`src/rtl/ram_arbiter.sv`:
```
// -----------------------------------------------------------------------------
// ram_arbiter
//
// Purpose:
//   Two-port arbiter and access sequencer in front of a single-port data RAM
//   (DATA_W x 2**ADDR_W words, synchronous write, read capture on a rising
//   rden edge). Port 0 is the control/fetch requester, port 1 the DMA/host
//   requester. Accesses are serialised, the RAM strobes are generated here and
//   read data is returned to the port that issued the read.
//
// Ports:
//   clk, rst_n                   clock, asynchronous active-low reset
//   reqN_valid/we/addr/wdata     request from port N (N = 0, 1)
//   reqN_ready                   request accepted this cycle (combinational)
//   reqN_rvalid                  one-cycle pulse, reqN_rdata is valid
//   reqN_rdata                   read data, held until the next read on port N
//   ram_data/address/wren/rden   registered RAM controls
//   ram_q                        RAM read data
//   dbg_state_o                  current sequencer state (IDLE/WR/RD_STB/RD_CAP)
//
// Configuration:
//   RAM_ARB_FIXED_PRIO_EN  when defined, port 0 always wins a contest and the
//                          round-robin pointer is removed (port 1 may starve).
//                          When undefined, contests alternate between ports.
//
// Handshake:
//   A requester raises reqN_valid together with we/addr/wdata and holds all of
//   them stable until it sees reqN_ready high; the request is transferred on
//   the rising clk edge where valid and ready are both high. reqN_ready is only
//   ever high in IDLE and only for the granted port, so at most one transfer
//   happens per edge. Dropping valid before ready is a protocol violation.
// -----------------------------------------------------------------------------
module ram_arbiter #(
  parameter int DATA_W = 14,
  parameter int ADDR_W = 12
) (
  input  logic              clk,
  input  logic              rst_n,

  input  logic              req0_valid,
  input  logic              req0_we,
  input  logic [ADDR_W-1:0] req0_addr,
  input  logic [DATA_W-1:0] req0_wdata,
  output logic              req0_ready,
  output logic              req0_rvalid,
  output logic [DATA_W-1:0] req0_rdata,

  input  logic              req1_valid,
  input  logic              req1_we,
  input  logic [ADDR_W-1:0] req1_addr,
  input  logic [DATA_W-1:0] req1_wdata,
  output logic              req1_ready,
  output logic              req1_rvalid,
  output logic [DATA_W-1:0] req1_rdata,

  output logic [DATA_W-1:0] ram_data,
  output logic [ADDR_W-1:0] ram_address,
  output logic              ram_wren,
  output logic              ram_rden,
  input  logic [DATA_W-1:0] ram_q,

  output logic [1:0]        dbg_state_o
);

  typedef enum logic [1:0] {
    ST_IDLE   = 2'd0,
    ST_WR     = 2'd1,
    ST_RD_STB = 2'd2,
    ST_RD_CAP = 2'd3
  } state_e;

  state_e            state_q;
  logic              owner_q;       // port whose access is in flight
`ifndef RAM_ARB_FIXED_PRIO_EN
  logic              last_gnt_q;    // port granted most recently
`endif
  logic [DATA_W-1:0] ram_data_q;
  logic [ADDR_W-1:0] ram_address_q;
  logic              ram_wren_q;
  logic              ram_rden_q;
  logic              req0_rvalid_q;
  logic              req1_rvalid_q;
  logic [DATA_W-1:0] req0_rdata_q;
  logic [DATA_W-1:0] req1_rdata_q;

  // Grant decision and the muxed request of the granted port.
  logic              gnt_any_d;
  logic              gnt_port_d;
  logic              sel_we_d;
  logic [ADDR_W-1:0] sel_addr_d;
  logic [DATA_W-1:0] sel_wdata_d;

  always_comb begin
    gnt_any_d  = 1'b0;
    gnt_port_d = 1'b0;
    if (state_q == ST_IDLE) begin
      if (req0_valid && req1_valid) begin
        gnt_any_d  = 1'b1;
`ifdef RAM_ARB_FIXED_PRIO_EN
        gnt_port_d = 1'b0;
`else
        // The port that did not win last time takes this contest.
        gnt_port_d = ~last_gnt_q;
`endif
      end else if (req0_valid) begin
        gnt_any_d  = 1'b1;
        gnt_port_d = 1'b0;
      end else if (req1_valid) begin
        gnt_any_d  = 1'b1;
        gnt_port_d = 1'b1;
      end
    end
  end

  always_comb begin
    sel_we_d    = req0_we;
    sel_addr_d  = req0_addr;
    sel_wdata_d = req0_wdata;
    if (gnt_port_d) begin
      sel_we_d    = req1_we;
      sel_addr_d  = req1_addr;
      sel_wdata_d = req1_wdata;
    end
  end

  assign req0_ready = gnt_any_d & ~gnt_port_d;
  assign req1_ready = gnt_any_d &  gnt_port_d;

  // Sequencer. Writes take WR for one cycle (RAM writes on the edge leaving
  // WR). Reads raise rden for exactly one cycle in RD_STB so that every read
  // gets a fresh rising edge, then capture ram_q on the edge leaving RD_CAP.
  always_ff @(posedge clk or negedge rst_n) begin
    if (!rst_n) begin
      state_q       <= ST_IDLE;
      owner_q       <= 1'b0;
`ifndef RAM_ARB_FIXED_PRIO_EN
      last_gnt_q    <= 1'b1;        // port 0 wins the first contest
`endif
      ram_data_q    <= '0;
      ram_address_q <= '0;
      ram_wren_q    <= 1'b0;
      ram_rden_q    <= 1'b0;
      req0_rvalid_q <= 1'b0;
      req1_rvalid_q <= 1'b0;
      req0_rdata_q  <= '0;
      req1_rdata_q  <= '0;
    end else begin
      // rvalid is a single-cycle pulse; only RD_CAP raises it.
      req0_rvalid_q <= 1'b0;
      req1_rvalid_q <= 1'b0;

      case (state_q)
        ST_IDLE: begin
          if (gnt_any_d) begin
            owner_q       <= gnt_port_d;
`ifndef RAM_ARB_FIXED_PRIO_EN
            last_gnt_q    <= gnt_port_d;
`endif
            ram_address_q <= sel_addr_d;
            ram_data_q    <= sel_wdata_d;
            if (sel_we_d) begin
              ram_wren_q <= 1'b1;
              state_q    <= ST_WR;
            end else begin
              ram_rden_q <= 1'b1;
              state_q    <= ST_RD_STB;
            end
          end
        end

        ST_WR: begin
          ram_wren_q <= 1'b0;
          state_q    <= ST_IDLE;
        end

        ST_RD_STB: begin
          ram_rden_q <= 1'b0;
          state_q    <= ST_RD_CAP;
        end

        ST_RD_CAP: begin
          if (owner_q) begin
            req1_rdata_q  <= ram_q;
            req1_rvalid_q <= 1'b1;
          end else begin
            req0_rdata_q  <= ram_q;
            req0_rvalid_q <= 1'b1;
          end
          state_q <= ST_IDLE;
        end

        default: begin
          ram_wren_q <= 1'b0;
          ram_rden_q <= 1'b0;
          state_q    <= ST_IDLE;
        end
      endcase
    end
  end

  assign ram_data    = ram_data_q;
  assign ram_address = ram_address_q;
  assign ram_wren    = ram_wren_q;
  assign ram_rden    = ram_rden_q;
  assign req0_rvalid = req0_rvalid_q;
  assign req1_rvalid = req1_rvalid_q;
  assign req0_rdata  = req0_rdata_q;
  assign req1_rdata  = req1_rdata_q;
  assign dbg_state_o = state_q;

endmodule

```
`config.mk`:
```
export PLATFORM = sky130hd
export DESIGN_NAME = ram_arbiter
export DESIGN_NICKNAME = d
export VERILOG_FILES = /design/src/rtl/ram_arbiter.sv
export SDC_FILE = /design/constraint.sdc
export NUM_CORES = 1
export LEC_CHECK = 0
export BUFFER_PORTS_ARGS = -buffer_cell sky130_fd_sc_hd__buf_2
export CAP_MARGIN = 25
export CORE_MARGIN = 2
export CORE_UTILIZATION = 46
export DETAILED_ROUTE_END_ITERATION = 6
export MAX_ROUTING_LAYER = met4
export PLACE_DENSITY = 0.85
export SYNTH_ARGS = -nofsm -noshare
export SYNTH_HDL_FRONTEND = slang
export SYNTH_SLANG_ARGS = --single-unit
```
`constraint.sdc`:
```
create_clock -name clk -period 2 [get_ports clk]
set_input_delay 0.4 -clock clk [delete_from_list [all_inputs] [get_ports clk]]
set_output_delay 0.4 -clock clk [all_outputs]
set_load 0.03 [all_outputs]
```
==> results of run 1 <==
cell families after synthesis:
| logic type | share of synthesized area, % |
|---|---|
| AO/OA/AOI/OAI | 4.31 |
| buffers and inverters | 3.83 |
| flip-flops | 54.6 |
| multiplexers | 35.0 |
| AND/OR/NAND/NOR | 2.24 |
sequential cells by signal, summed over array words and instances, names as in the netlist:
name / count
dbg_state_o: 2
last_gnt_q: 1
owner_q: 1
ram_address: 12
ram_data: 14
ram_rden: 1
ram_wren: 1
req0_rdata: 14
req0_rvalid: 1
req1_rdata: 14
req1_rvalid: 1
layer usage:
layer	GRT usage [%]	share of wire (%)	up-vias
met5	-	0	-
met2	32.3	53	65
met1	21.5	41	963
li1	-	-	939
met4	8.36	1.3	0
met3	3.70	4.5	8
area by class of cell:
type	count	share of cell area [%]
Clock inverter	7	1.95
Tap cell	75	2.47
Inverter	6	0.593
Multi-Input combinational cell	107	31.3
Clock buffer	9	3.26
Sequential cell	62	40.9
Timing Repair Buffer	138	19.5
per-stage QoR:
step | hold WS (ns) | cells | utilization, % | setup slack (ns) | power (mW)
after floorplan | 0.104 | 184 | - | 0.108 | 4.83
after global placement | 0.430 | 388 | 60.3 | 0.302 | 5.73
after detailed placement | 0.437 | 388 | 60.3 | 0.261 | 5.84
after CTS | 0.0749 | 404 | 63.7 | 0.0437 | 6.95
after global routing | 0.0904 | 404 | 63.7 | 0.0226 | 7.27
final | 0.0697 | 404 | 63.7 | 0.105 | 6.88
cell usage in the layout, fill, tap and decap left out:
master / instances
sky130_fd_sc_hd__buf_12: 3
sky130_fd_sc_hd__dfrtp_1: 61
sky130_fd_sc_hd__nor2_4: 1
sky130_fd_sc_hd__nand3_1: 2
sky130_fd_sc_hd__clkbuf_8: 9
sky130_fd_sc_hd__a22o_1: 1
sky130_fd_sc_hd__nand3b_1: 1
sky130_fd_sc_hd__mux2_2: 44
sky130_fd_sc_hd__nand2b_1: 1
sky130_fd_sc_hd__bufinv_16: 1
sky130_fd_sc_hd__or2b_1: 1
sky130_fd_sc_hd__a32oi_1: 2
sky130_fd_sc_hd__o21ai_0: 5
sky130_fd_sc_hd__mux2_4: 32
sky130_fd_sc_hd__a21o_1: 2
sky130_fd_sc_hd__nor2_1: 3
sky130_fd_sc_hd__clkinv_4: 2
sky130_fd_sc_hd__inv_6: 1
sky130_fd_sc_hd__clkinvlp_4: 1
sky130_fd_sc_hd__buf_4: 2
sky130_fd_sc_hd__or2_4: 1
sky130_fd_sc_hd__a21bo_1: 1
sky130_fd_sc_hd__inv_1: 6
sky130_fd_sc_hd__nor2_2: 1
sky130_fd_sc_hd__a21oi_1: 2
sky130_fd_sc_hd__o21ai_1: 1
sky130_fd_sc_hd__dfstp_2: 1
sky130_fd_sc_hd__a21boi_0: 1
sky130_fd_sc_hd__a31oi_1: 1
sky130_fd_sc_hd__o21bai_1: 1
sky130_fd_sc_hd__mux2i_1: 2
sky130_fd_sc_hd__clkinv_2: 2
sky130_fd_sc_hd__a32o_1: 1
sky130_fd_sc_hd__buf_2: 133
path summary, 6_finish.rpt:
path,startpoint,to,cells past startpoint
setup / recovery,dbg_state_o[1],req1_ready,3
hold / removal,rst_n,ram_data[12],2
setup reg to reg,last_gnt_q,ram_data[8],4
hold reg to reg,ram_rden,ram_rden,1
max in group asynchronous,rst_n,last_gnt_q,2
min in group clk,ram_q[8],req0_rdata[8],2
power by group through the flow:
stage                     combinational (mW)  sequential [mW]  clock [mW]
after floorplan                         1.39             3.45           0
after global placement                  3.50             2.23           0
after detailed placement                3.56             2.27           0
after CTS                               3.58             2.25        1.12
after global routing                    3.76             2.33        1.19
final                                   3.55             2.25        1.08
repair_timing:
| item | in CTS | in global routing |
|---|---|---|
| gates resized for setup | 2 | 2 |
| hold endpoints to repair | 0 | 0 |
| setup endpoints to repair | 1 | 2 |
==> out/results.txt, run 1 <==
run status -> finished, final reports clean
Clock H-tree levels -> 3
Tightest Pin Transition -> 0.468 ns
most frequently used cell type in the post-synthesis netlist -> sky130_fd_sc_hd__dfrtp_1
crit path launch type -> flip-flop
number of storage elements in the synthesis netlist -> 62
cell at the root of the clock tree -> sky130_fd_sc_hd__clkbuf_8
RSZ-0062 raised after global routing -> no
CTS tree -> done
Die Footprint -> 0.00683 mm²
number of buffers and inverters on the critical path -> 1
setup-violating endpoint count in the final report -> 0
share of layout cells above drive strength 1 -> 71.1%
Net count, final -> 396
I/O pin count -> 134
max-capacitance violation count -> 0
worst-case clock skew -> 0.00498 ns
crit path time final -> 1.89 ns
Pleak -> 1.96 nW
effective utilization at floorplan -> 47.8%
path class of the lowest-slack min-delay path -> in -> async
cts bufs inserted -> 9
mean post-synth cell area -> 15.5 µm²
cell area after layout -> 0.00379 mm²
remaining antenna violation count after routing -> 0
type of the worst setup path -> reg -> out
Worst EP arrival -> 1.49 ns
EDFF count, synth -> 0
clock power share -> 15.7%
sequential group share of total power -> 32.6%
capturing element type of the critical path -> primary output
cell family contributing the most delay on the critical path -> simple AND/OR/NAND/NOR gates
initial antenna violation count -> 0
combinational group share of total power -> 51.6%
Pre-antenna DRT Iters -> 4
Switch Pwr -> 2.96 mW
Wirelength per Cell -> 15.2 µm
total area of multi-input combinational cells -> 0.00119 mm²
Skew-Pair Late Insertion Delay -> 0.33 ns
area added between synthesis and finish -> 33.4%
CP Data Required Time -> 1.60 ns
count of input and output buffers -> 133
# DRC -> 0
core area -> 0.00596 mm²
Std-Cell Rows -> 28
Filler cells -> 480
global-route wire length before repair -> 9350 µm
proportion of register bits with asynchronous set or reset after synthesis -> 100%
VDD IR max -> 1.02 mV
summed instance area of the synthesized netlist -> 0.00284 mm²
power density relative to cell area -> 1810 mW/mm²
period utilisation layout -> 94.7%
Synth cell types -> 28
DR iter-0 viols -> 40
final total negative setup slack -> 0 ns
residual overflow from global routing -> 0
sequential fraction of the synthesis area -> 54.6%
Cell Chain, Critical Path -> or2_4, nor2_2, buf_2
via count -> 1975
cell types with the largest area share after synthesis -> sky130_fd_sc_hd__dfrtp_1, sky130_fd_sc_hd__mux2_2, sky130_fd_sc_hd__mux2_4, sky130_fd_sc_hd__buf_6, sky130_fd_sc_hd__o21ai_0
Pins Over Slew Limit -> 0
number of diodes added for antenna fixing -> 0
Synth Instances -> 184
Die X-Extent -> 82.6 µm
HPWL after DPL -> 4530 µm
final weighted congestion in routability-driven placement -> 0.811
die span in y -> 82.6 µm
proportion of netlist area held by the largest area contributor -> 53.7%
sw frac -> 43.0%
slack of the worst reg-to-reg path -> 0.30 ns
hold violation total from the final report -> 0
total placed instance area -> 0.00359 mm²
total wirelength of the detailed-routed design -> 6120 µm
worst rel slew slack -> 68.5%
yosys synthesis warning count -> 0
number of buffers added for setup after CTS -> 0
cell type of the slowest stage on the worst timing path -> sky130_fd_sc_hd__dfrtp_1
primary flip-flop cell chosen by synthesis mapping -> sky130_fd_sc_hd__dfrtp_1
storage element area -> 0.00155 mm²
clock slew at reported path FFs -> 0.07 ns
internal power -> 3.92 mW
largest net degree at the start of global routing -> 63
GR Util All Layers -> 18.9%
via-per-instance ratio -> 4.89
via count of the first global-routing pass -> 2008
buffer levels on the longest clock path -> 2
Achievable Freq -> 0.528 GHz
most area-hungry cell type in the Yosys netlist -> sky130_fd_sc_hd__dfrtp_1
top post-synthesis cells by count -> sky130_fd_sc_hd__dfrtp_1, sky130_fd_sc_hd__mux2_2, sky130_fd_sc_hd__mux2_4, sky130_fd_sc_hd__inv_1, sky130_fd_sc_hd__o21ai_0
Net Count, Synth -> 256
clock sink total -> 62
delay of the slowest cell on the worst path -> 0.47 ns
cts-stage hold buffer count -> 0
Critical Path Fanout Max -> 8
(Power assumes the default switching activity.)
==> inputs of run 2 (changes only) <==
- BUFFER_PORTS_ARGS: -buffer_cell sky130_fd_sc_hd__buf_2 -> not set
- CORE_UTILIZATION: 46 -> 55
- DONT_BUFFER_PORTS: not set -> 1
- PLACE_DENSITY: 0.85 -> 0.76
==> out/results.txt, run 2 (synthesized netlist as in run 1, its figures left out) <==
run status -> finished, final reports clean
source of the worst register-to-register timing path -> last_gnt_q
global-route wire length before repair -> 9180 µm (-1.8%)
via count of the first global-routing pass -> 1727 (-14%)
CP Capture Point -> req0_ready
Std-Cell Rows -> 26 (-7.1%)
die span in y -> 75.9 µm (-8.1%)
Clock H-tree levels -> 3 (unchanged)
worst flop-to-flop path endpoint -> ram_address[0]
period utilisation layout -> 93.9% (-0.85 points)
cell count of the worst reg-to-reg path -> 4 (unchanged)
overall power after layout -> 6.56 mW (-4.6%)
number of buffers and inverters on the critical path -> 2 (+1)
Critical Path Fanout Max -> 7 (-1)
max-capacitance violation count -> 0 (unchanged)
Tightest Pin Transition -> 0.477 ns (+0.00890 ns)
largest net degree at the start of global routing -> 63 (unchanged)
effective utilization at floorplan -> 56.4% (+8.6 points)
total stage count of the critical path -> 5 (+2)
remaining antenna violation count after routing -> 0 (unchanged)
share of layout cells above drive strength 1 -> 51.0% (-20 points)
Filler cells -> 378 (-21%)
commonest non-fill, non-tap cells in the layout -> sky130_fd_sc_hd__dfrtp_1, sky130_fd_sc_hd__mux2_2, sky130_fd_sc_hd__mux2_4
cell family contributing the most delay on the critical path -> flip-flops
Critical Path Start -> dbg_state_o[1]
total wirelength of the detailed-routed design -> 5680 µm (-7.2%)
core area -> 0.00504 mm² (-15%)
leading cell type in the layout, fill and taps excluded -> sky130_fd_sc_hd__dfrtp_1
Die X-Extent -> 75.9 µm (-8.1%)
clock slew at reported path FFs -> 0.06 ns (about the same)
clock sink total -> 62 (unchanged)
DR iter-0 viols -> 62 (+55%)
Achievable Freq -> 0.533 GHz (+0.91%)
residual overflow from global routing -> 0 (unchanged)
RSZ-0062 raised after global routing -> no
Pre-antenna DRT Iters -> 4 (unchanged)
worst rel slew slack -> 67.9% (-0.60 points)
Worst EP arrival -> 1.48 ns (about the same)
Cell Chain, Critical Path -> buf_4, nor2_1, o21ai_2, nor2_1, buf_4
area added between synthesis and finish -> 13.1%
delay of the slowest cell on the worst path -> 0.37 ns (-0.10 ns)
setup-violating endpoint count in the final report -> 0 (unchanged)
via-per-instance ratio -> 5.83 (+19%)
Pins Over Slew Limit -> 0 (unchanged)
cts bufs inserted -> 9 (unchanged)
final total negative setup slack -> 0 ns (unchanged)
hold violation total from the final report -> 0 (unchanged)
Wirelength per Cell -> 21.0 µm (+39%)
number of diodes added for antenna fixing -> 0 (unchanged)
buffer levels on the longest clock path -> 2 (unchanged)
Net count, final -> 267 (-33%)
final weighted congestion in routability-driven placement -> 0.821 (+1.3%)
type of the worst setup path -> reg -> out
path class of the lowest-slack min-delay path -> in -> reg
Pleak -> 1.47 nW (-25%)
slack of the worst reg-to-reg path -> 0.26 ns (-0.04 ns)
worst-case clock skew -> 0.00662 ns (+0.00164 ns)
via count -> 1574 (-20%)
cell at the root of the clock tree -> sky130_fd_sc_hd__clkbuf_8
CP Data Required Time -> 1.60 ns (about the same)
I/O pin count -> 134 (unchanged)
power density relative to cell area -> 2040 mW/mm² (+13%)
count of input and output buffers -> 0 (-100%)
GR Util All Layers -> 21.2% (+2.3 points)
initial antenna violation count -> 0 (unchanged)
Skew-Pair Late Insertion Delay -> 0.33 ns (about the same)
CTS tree -> done
HPWL after DPL -> 4150 µm (-8.5%)
crit path time final -> 1.88 ns (-0.0171 ns)
crit path launch type -> flip-flop
Die Footprint -> 0.00576 mm² (-16%)
# DRC -> 0 (unchanged)
capturing element type of the critical path -> primary output
cell type of the slowest stage on the worst timing path -> sky130_fd_sc_hd__dfrtp_1
VDD IR max -> 1.04 mV (+2.5%)
-- run 2: cell count changes in the layout (fill, tap and decap cells not counted), sizes merged, moves of 2 or more --
cell,previous run,this run
buf,138,8
clkbuf,9,13
clkinv,4,0
bufinv,1,3
-- run 2: worst reg2reg max path: stages (launching register included) --
cell and delay (ns):
sky130_fd_sc_hd__dfstp_2 0.55, sky130_fd_sc_hd__a21bo_1 0.20, sky130_fd_sc_hd__buf_12 0.23, sky130_fd_sc_hd__mux2_2 0.37, sky130_fd_sc_hd__mux2_2 0.27
-- run 2: stage by stage --
stage / instances / cell area, µm² / utilization [%] / hold WS, ns / setup slack (ns)
after floorplan: 184 / 2840 / - / 0.104 / 0.108
after global placement: 252 / 2920 / 58.0 / 0.106 / 0.358
after detailed placement: 252 / 2920 / 58.0 / 0.106 / 0.284
after CTS: 270 / 3210 / 63.7 / 0.196 / 0.0692
after global routing: 270 / 3220 / 63.8 / 0.182 / 0.0116
final: 270 / 3220 / 63.8 / 0.215 / 0.122
-- run 2: cell type report --
cell class	count	area [µm²]	share of cell area, %
flip-flops and latches	62	1550	48.3
well taps	70	87.6	2.72
inverters	6	22.5	0.700
clock inverters	3	90.1	2.80
repair buffers	9	115	3.58
multi-input cells	107	1190	37.0
clock buffers	13	159	4.94
-- run 2: worst min-delay path by stage --
| stage | from | depth (start not counted) | slack, ns | endpoint |
|---|---|---|---|---|
| CTS | ram_q[4] | 1 | 0.20 | req1_rdata[4] |
| global route | ram_q[11] | 1 | 0.18 | req1_rdata[11] |
| detailed placement | rst_n | 0 | 0.11 | req1_rdata[11] |
| global placement | rst_n | 0 | 0.11 | req0_rdata[11] |
| floorplan | rst_n | 0 | 0.10 | dbg_state_o[0] |
| finish | ram_q[9] | 1 | 0.22 | req0_rdata[9] |
-- run 2: repair_timing --
| action | 4_1_cts | 5_1_grt |
|---|---|---|
| resized for setup | 2 | 1 |
| setup endpoints to repair | 2 | 1 |
| buffers inserted | 0 | 0 |
| endpoints found under the hold margin | 62 | 0 |
| hold buffers | 2 | 0 |
-- run 2: power breakdown --
part | switching, mW | internal (mW) | total (mW)
combinational | 0.670 | 1.00 | 1.67
sequential | 1.66 | 1.89 | 3.54
clock | 0.451 | 0.898 | 1.35
total | 2.78 | 3.79 | 6.56
-- run 2: layer usage --
layer | vias to the layer above | track usage (%) | wire length, µm | part of all wire (%)
met1 | 803 | 22.5 | 2030 | 36
met3 | 4 | 11.0 | 554 | 9.8
met2 | 92 | 34.3 | 3060 | 54
li1 | 675 | - | - | -
met4 | 0 | 7.09 | 34 | 0.60
met5 | - | - | 0 | 0
